<file path="config.mk">
export PLATFORM = sky130hd
export DESIGN_NAME = pwm_multi
export DESIGN_NICKNAME = d
export VERILOG_FILES = /design/src/rtl/pwm_multi.sv
export SDC_FILE = /design/constraint.sdc
export NUM_CORES = 1
export LEC_CHECK = 0
export ABC_CLOCK_PERIOD_IN_PS = 7100
export BUFFER_PORTS_ARGS = -buffer_cell sky130_fd_sc_hd__buf_4
export CORE_ASPECT_RATIO = 0.75
export CORE_MARGIN = 5
export CORE_UTILIZATION = 60
export CTS_CLUSTER_SIZE = 10
export DETAILED_ROUTE_END_ITERATION = 6
export PLACE_DENSITY = 0.78
export SLEW_MARGIN = 5
export SYNTH_ARGS = -nofsm -noshare
export SYNTH_HDL_FRONTEND = slang
export SYNTH_SLANG_ARGS = --single-unit
</file>
<file path="constraint.sdc">
create_clock -name clkl -period 7.1 [get_ports clkl]
set_input_delay 0.355 -clock clkl [delete_from_list [all_inputs] [get_ports clkl]]
set_output_delay 0.355 -clock clkl [all_outputs]
set_load 0.05 [all_outputs]
</file>
<file path="src/rtl/pwm_multi.sv">
// pwm_multi: multi-channel PWM generator for the LED bank.
// One shared period counter feeds CHANNELS duty comparators. Edge-aligned
// (sawtooth) or center-aligned (up/down) counting. Top, duty and mode are
// double-buffered: writes land in pending registers and are copied to the
// active set at each period boundary, or continuously while idle.
//
// Ports:
//   clkl        system clock, rising edge
//   rst         synchronous reset, active low
//   en          run enable; low returns to IDLE and abandons the period
//   center      0 edge-aligned, 1 center-aligned (taken at a boundary)
//   top_wr      strobe: top_data -> pending top
//   top_data    new counter top value
//   duty_wr     strobe: duty_data -> pending duty[duty_ch]
//   duty_ch     target channel; values >= CHANNELS are ignored
//   duty_data   new duty value
//   signal      registered PWM outputs
//   period_end  registered pulse in the first output cycle of each period
//   dir         registered counting direction (1 = counting down)
module pwm_multi #(
    parameter int unsigned WIDTH       = 8,
    parameter int unsigned CHANNELS    = 8,
    parameter int unsigned CH_W        = 3,
    parameter int unsigned DEFAULT_TOP = 255
) (
    input  logic                clkl,
    input  logic                rst,
    input  logic                en,
    input  logic                center,
    input  logic                top_wr,
    input  logic [WIDTH-1:0]    top_data,
    input  logic                duty_wr,
    input  logic [CH_W-1:0]     duty_ch,
    input  logic [WIDTH-1:0]    duty_data,
    output logic [CHANNELS-1:0] signal,
    output logic                period_end,
    output logic                dir
);

    localparam logic [1:0] IDLE = 2'd0;
    localparam logic [1:0] UP   = 2'd1;
    localparam logic [1:0] DOWN = 2'd2;

    logic [1:0]                     state_q, state_d;
    logic [WIDTH-1:0]               cnt_q, cnt_d;
    logic [WIDTH-1:0]               top_act_q, top_act_d;
    logic [WIDTH-1:0]               top_pend_q, top_pend_d;
    logic [CHANNELS-1:0][WIDTH-1:0] duty_act_q, duty_act_d;
    logic [CHANNELS-1:0][WIDTH-1:0] duty_pend_q, duty_pend_d;
    logic                           mode_act_q, mode_act_d;
    logic [CHANNELS-1:0]            signal_q, signal_d;
    logic                           period_end_q, period_end_d;
    logic                           dir_q, dir_d;

    logic                           boundary_c;
    logic                           run_c;
    logic [WIDTH-1:0]               top_eff_c;
    logic                           mode_eff_c;

    // A new period starts whenever the running counter sits at zero.
    assign boundary_c = (state_q != IDLE) && (cnt_q == '0);
    assign run_c      = en && (state_q != IDLE);

    // The boundary cycle already steers the counter with the incoming
    // period's top and mode, so the new period has its full length.
    assign top_eff_c  = boundary_c ? top_pend_q : top_act_q;
    assign mode_eff_c = boundary_c ? center     : mode_act_q;

    // Pending registers take strobes; active registers reload from pending.
    always_comb begin
        top_pend_d  = top_pend_q;
        duty_pend_d = duty_pend_q;
        top_act_d   = top_act_q;
        duty_act_d  = duty_act_q;
        mode_act_d  = mode_act_q;

        if (top_wr) begin
            top_pend_d = top_data;
        end
        for (int i = 0; i < int'(CHANNELS); i++) begin
            if (duty_wr && (duty_ch == CH_W'(i))) begin
                duty_pend_d[i] = duty_data;
            end
        end

        if ((state_q == IDLE) || boundary_c) begin
            top_act_d  = top_pend_q;
            duty_act_d = duty_pend_q;
            mode_act_d = center;
        end
    end

    // Period counter and direction state machine.
    always_comb begin
        state_d = state_q;
        cnt_d   = cnt_q;

        case (state_q)
            IDLE: begin
                cnt_d = '0;
                if (en) begin
                    state_d = UP;
                end
            end
            UP: begin
                if (cnt_q >= top_eff_c) begin
                    if (mode_eff_c && (top_eff_c != '0)) begin
                        state_d = DOWN;
                        cnt_d   = top_eff_c - WIDTH'(1);
                    end else begin
                        cnt_d = '0;
                    end
                end else begin
                    cnt_d = cnt_q + WIDTH'(1);
                end
            end
            DOWN: begin
                if (cnt_q == '0) begin
                    state_d = UP;
                    // A zero top for the next period keeps the counter parked at 0.
                    cnt_d   = (top_eff_c == '0) ? '0 : WIDTH'(1);
                end else begin
                    cnt_d = cnt_q - WIDTH'(1);
                end
            end
            default: begin
                state_d = IDLE;
                cnt_d   = '0;
            end
        endcase

        if (!en) begin
            state_d = IDLE;
            cnt_d   = '0;
        end
    end

    // Output stage; a falling enable forces idle outputs on the next cycle.
    always_comb begin
        signal_d     = '0;
        period_end_d = 1'b0;
        dir_d        = 1'b0;
        if (run_c) begin
            for (int i = 0; i < int'(CHANNELS); i++) begin
                signal_d[i] = (cnt_q < duty_act_q[i]);
            end
            period_end_d = boundary_c;
            dir_d        = (state_q == DOWN);
        end
    end

    always_ff @(posedge clkl) begin
        if (!rst) begin
            state_q      <= IDLE;
            cnt_q        <= '0;
            top_act_q    <= WIDTH'(DEFAULT_TOP);
            top_pend_q   <= WIDTH'(DEFAULT_TOP);
            duty_act_q   <= '0;
            duty_pend_q  <= '0;
            mode_act_q   <= 1'b0;
            signal_q     <= '0;
            period_end_q <= 1'b0;
            dir_q        <= 1'b0;
        end else begin
            state_q      <= state_d;
            cnt_q        <= cnt_d;
            top_act_q    <= top_act_d;
            top_pend_q   <= top_pend_d;
            duty_act_q   <= duty_act_d;
            duty_pend_q  <= duty_pend_d;
            mode_act_q   <= mode_act_d;
            signal_q     <= signal_d;
            period_end_q <= period_end_d;
            dir_q        <= dir_d;
        end
    end

    assign signal     = signal_q;
    assign period_end = period_end_q;
    assign dir        = dir_q;

endmodule

</file>
**Yosys cells after proc, flatten, opt, wreduce, memory -nomap -nowiden**

Index checks and enable logic that the tools add are counted.
Widths: inputs -> output; s select.

- Bits in registers: 165
- Memory bits (writable): 0
- Word-level logic and storage cells: 80
- Memory bits (read-only): 0
- Bits of input ports: 25
- Memories: 0
- Bits in latches: 0

- Bitwise operators: 0
- Magnitude comparators: 9
- Multipliers: 0
- Mux-type cells: 11
- Reductions and logical operators: 21
- Equal/unequal tests: 12
- Divide/modulo/power cells: 0
- Add/sub/neg operators: 3
- Shift operators: 0

Operators with widths:

| kind | count |
|---|---|
| $lt 8x8->1 | 8 |
| $mux 8 | 4 |
| $logic_not 8->1 | 2 |
| $pmux 8 s2 | 1 |
| $sub 8x1->8 const B | 2 |
| $eq 3x3->1 const B | 4 |
| $logic_and 1x1->1 | 11 |
| $add 8x1->8 const B | 1 |
| $ge 8x8->1 | 1 |
| $reduce_bool 8->1 | 1 |
| $eq 3x2->1 const B | 2 |
| $mux 2 | 3 |
| $ne 2x2->1 const B | 3 |
| $pmux 2 s3 | 1 |
| $reduce_and 2->1 | 2 |
| $eq 3x1->1 const B | 1 |
| $logic_not 3->1 | 1 |
| $reduce_and 3->1 | 1 |
| $eq 2x1->1 const B | 1 |
| $eq 2x2->1 const B | 1 |
| $logic_not 2->1 | 1 |
| $mux 1 | 2 |
| $reduce_bool 2->1 | 1 |
| $logic_or 1x1->1 | 1 |

**Longest topological paths before layout**

- Depth after elaboration: 8
- Mapped depth: 16

**Worst setup path before layout**

No wires, ideal clock.

- Kind: flip-flop to flip-flop
- Start: register cnt_q[0]
- End: register cnt_q[4]
- Cell stages (with the launch flop): 17
- Library setup time: 0.123 ns
- Path slack: 3.588 ns
- Arrival time: 3.389 ns
- Buffers on the path: 5
- Period minus slack after synthesis: 3.512 ns
- Cell sequence: dfxtp_1 -> inv_1 -> clkbuf_1 -> ha_1 -> clkbuf_1 -> and4b_1 -> buf_6 -> buf_2 -> mux2i_1 -> ha_1 -> a21oi_1 -> nand2_1 -> or3_1 -> o22ai_2 -> buf_6 -> mux2i_1 -> o22ai_1

- Word-level cells in the longest chain between the ends: 8

RTL lines:

| what | RTL line | text |
|---|---|---|
| start: declaration | 45 | `logic [WIDTH-1:0] cnt_q, cnt_d;` |
| start signal: assignment | 166 | `cnt_q <= cnt_d;` |
| branches (longest 7 deep; another with $sub 8x1->8) | -- |  |
| $pmux 8 s2 * | 98 | `case (state_q)` |

Mark *: on every way between the ends.
A chain may end at the register's enable or synchronous reset.

**Worst setup path in the final report**

- Start: register cnt_q[3]
- End: register state_q[1]

- Word-level cells in the longest chain between the ends: 7

RTL lines:

| what | RTL line | text |
|---|---|---|
| branches (longest 6 deep; another with $ge 8x8->1) | -- |  |
| $reduce_and 3->1 (no line) * | -- |  |
| end signal: assignment | 165 | `state_q <= state_d;` |
| end: declaration | 44 | `logic [1:0] state_q, state_d;` |

Marked as above.

==> results.md <==
* H-tree lvl count at 4
* Total Neg Setup Slack at 0 ns
* Clk_lat worst skew at 0.42 ns
* CTS tree: built
* Fin nets at 1,115
* Arr. time, crit path at 4.71 ns
* Simple-gate share of the synthesized area at 20.16%
* Top cells by area, synth: dfxtp_1, nand2_1, a21boi_0
* Final Skew at 0.006583 ns
* XOR/XNOR Fraction of Synth Area at 1.574%
* Worst setup SP type: flip-flop
* Largest net degree at the start of global routing at 87
* Sequential share of the synthesized area at 39.57%
* Top cell type's share of synthesized area at 39.57%
* Critical Path Fanout Max at 19
* First-pass iteration count of the detailed router at 5
* Antenna Cells at 0
* Post-DP HPWL at 13,840 um
* Top FF cell, synth: dfxtp_1
* Period utilization at 61.88%
* Largest family of logic cells by synthesized area: simple AND/OR/NAND/NOR gates
* Drt total wl at 20,540 um
* Num Clock Sinks at 165
* Final setup viols at 0
* Hold Crit Class: in2reg
* Layout Utilization at 67.47%
* First DRT Iteration DRCs at 588
* Final Critical Period at roughly 4.4 ns
* Std-Cell Rows at 37
* Post-CTS Setup Repair Bufs at 0
* Vias in the first global route at 6,581
* Routed length per instance at 17.02 um
* Root buffer cell: clkbuf_16
* Bufs on Longest Clock Path at 2
* Outcome: finished, final reports clean
* Share of cells above drive strength 1 at 7.267%
* Total of max-cap violations at 0
* Max Fclk at around 0.23 GHz
* Syn Nets at 1,114
* CTS Buf Count at 17
* Avg Inst Size Synth at 8.183 um^2
* # IOs at 35
* Mapped Cells at 1,020
* Syn. warnings at 0
* Via density at between 5 and 6
* Slew HR at roughly a fifth
* Multi-input logic area at 0.004583 mm^2
* Total number of vias at 6,911
* Tot GR Track Use at between 20% and 30%
* P_leak at around 0.0034 uW
* Die H at 112.1 um
* Yosys top cell by area: dfxtp_1
* Antenna violations before repair at 0
* Most frequent cell after synthesis: nand2_1
* Resize count post-CTS at 0
* Commonest cells in the netlist: nand2_1, dfxtp_1, a21boi_0, ha_1, inv_1
* Worst-Margin Slew at 1.203 ns
* Mapped cell area at around 0.0083 mm^2
* Synthesized flop and latch total at 165
* Clk slew on worst S/H paths at 0.06 ns
* Filler instances at about 1,100
* GP Congestion at 0.9342
* DRC at 0
* Synth Area in Compound Gates at 19.98%
* Die width at 146.2 um
* WP data required at around 7.4 ns
* Die ar. at 0.01639 mm^2
* Slew Viols, Final at 0
* Worst setup EP type: flip-flop
* Crit path kind: reg2reg
* Power Dens Cells at 216.9 mW/mm^2
* Post-CTS Hold Buffers at 0
* RSZ-0062 raised after global routing: false
* Adder-cell area share of the yosys netlist at 10.34%
* Mux cell area share after synthesis at 2.638%
* DRT antenna net count at 0
* Synth-to-layout area growth at 10.39%
* Ys async rst share at 0%
* Core box area at roughly 0.014 mm^2
* Netlist cell types at around 50
* Port Buffer Count at 34
* Initial Util at 61.12%
* FF+latch area at around 0.0033 mm^2
* Final hold vios at 0
* Number of synthesized flops with an enable pin at 0
* Total gr overflow at 0
* First-pass GRT wire length at 34,180 um
* Worst vdd ir at roughly 170 uV
==> final timing paths <==
| path | from | end | slack [ns] | depth (start not counted) |
|---|---|---|---|---|
| worst max register to register | cnt_q[3] | state_q[1] | 2.71 | 10 |
| worst max-delay path | cnt_q[3] | state_q[1] | 2.71 | 10 |
| worst min register to register | duty_act_q[24] | duty_act_q[24] | 0.46 | 2 |
| worst min-delay path | top_data[5] | top_pend_q[5] | 0.15 | 3 |
==> logic make-up (layout without fill, tap and decap cells) <==
| logic type | after synthesis | count (layout) |
|---|---|---|
| AOI/OAI and AO/OA | 228 | 228 |
| xor gates and xnor gates | 15 | 15 |
| adders and majority gates | 69 | 69 |
| buffers and inverters | 120 | 132 |
| DFF | 165 | 165 |
| muxes | 22 | 22 |
| and+or+nand+nor | 401 | 401 |
==> final cells by class <==
cell class,count,area share (%)
Tap cell,175,2.376
Clock buffer,22,4.929
Sequential cell,165,35.85
Multi-Input combinational cell,735,49.74
Inverter,63,2.567
Clock inverter,8,1.358
Timing Repair Buffer,39,3.178
==> metal layers <==
metal / part of all wire [%] / track usage, % / routed length (um) / up-vias
met1: 47 / 35.95 / 9632 / 3229
met2: 45 / 40.91 / 9251 / 211
met4: 2.0 / 7.832 / 405 / 0
met3: 6.1 / 4.520 / 1255 / 37
li1: - / - / - / 3434
met5: 0 / 0 / 0 / -
==> worst max-delay path, stage by stage, from the launching register on <==
cell	delay [ns]
dfxtp_1	0.56
nor4_4	0.57
and4b_1	0.89
mux2i_1	0.29
ha_1	0.31
a21oi_1	0.19
nand2_1	0.11
or3_1	0.39
o22ai_2	0.53
nor3_1	0.17
o221a_2	0.27
==> cells in the final DEF, fill, tap and decap left out, drive strengths merged, types with 8 or more instances in the layout <==
master,count
a2111oi,8
a21boi,139
a21o,8
a21oi,14
buf,39
clkbuf,22
dfxtp,165
ha,69
inv,65
mux2i,22
nand2,301
nand3,26
nor2,28
nor3,13
o2111ai,10
o21a,11
o21ai,17
xnor2,11
==> stage by stage <==
| stage | power, uW | hold slack (ns) | area, um^2 | instances | worst slack [ns] |
|---|---|---|---|---|---|
| 2_1_floorplan | 1052 | 0.4371 | 8347 | 1020 | 3.588 |
| 3_3_place_gp | 1089 | 0.4503 | 8635 | 1177 | 2.847 |
| 3_5_place_dp | 1091 | 0.4531 | 8635 | 1177 | 2.794 |
| 4_1_cts | 2005 | 0.1374 | 9214 | 1207 | 2.731 |
| 5_1_grt | 2066 | 0.1335 | 9214 | 1207 | 2.399 |
| 6_report | 1999 | 0.1454 | 9214 | 1207 | 2.707 |
==> report_power, final <==
part	internal [uW]	leakage (uW)	switching [uW]
sequential	944	0.00134	16.2
combinational	47.0	0.00182	66.3
clock	560	0.000281	366
==> registers in the layout, summed over array words and instances, names as in the netlist <==
register,count
duty_act_q,64
mode_act_q,1
dir,1
period_end,1
top_act_q,8
duty_pend_q,64
top_pend_q,8
cnt_q,8
state_q,2
signal,8
(Power assumes the default switching activity.)
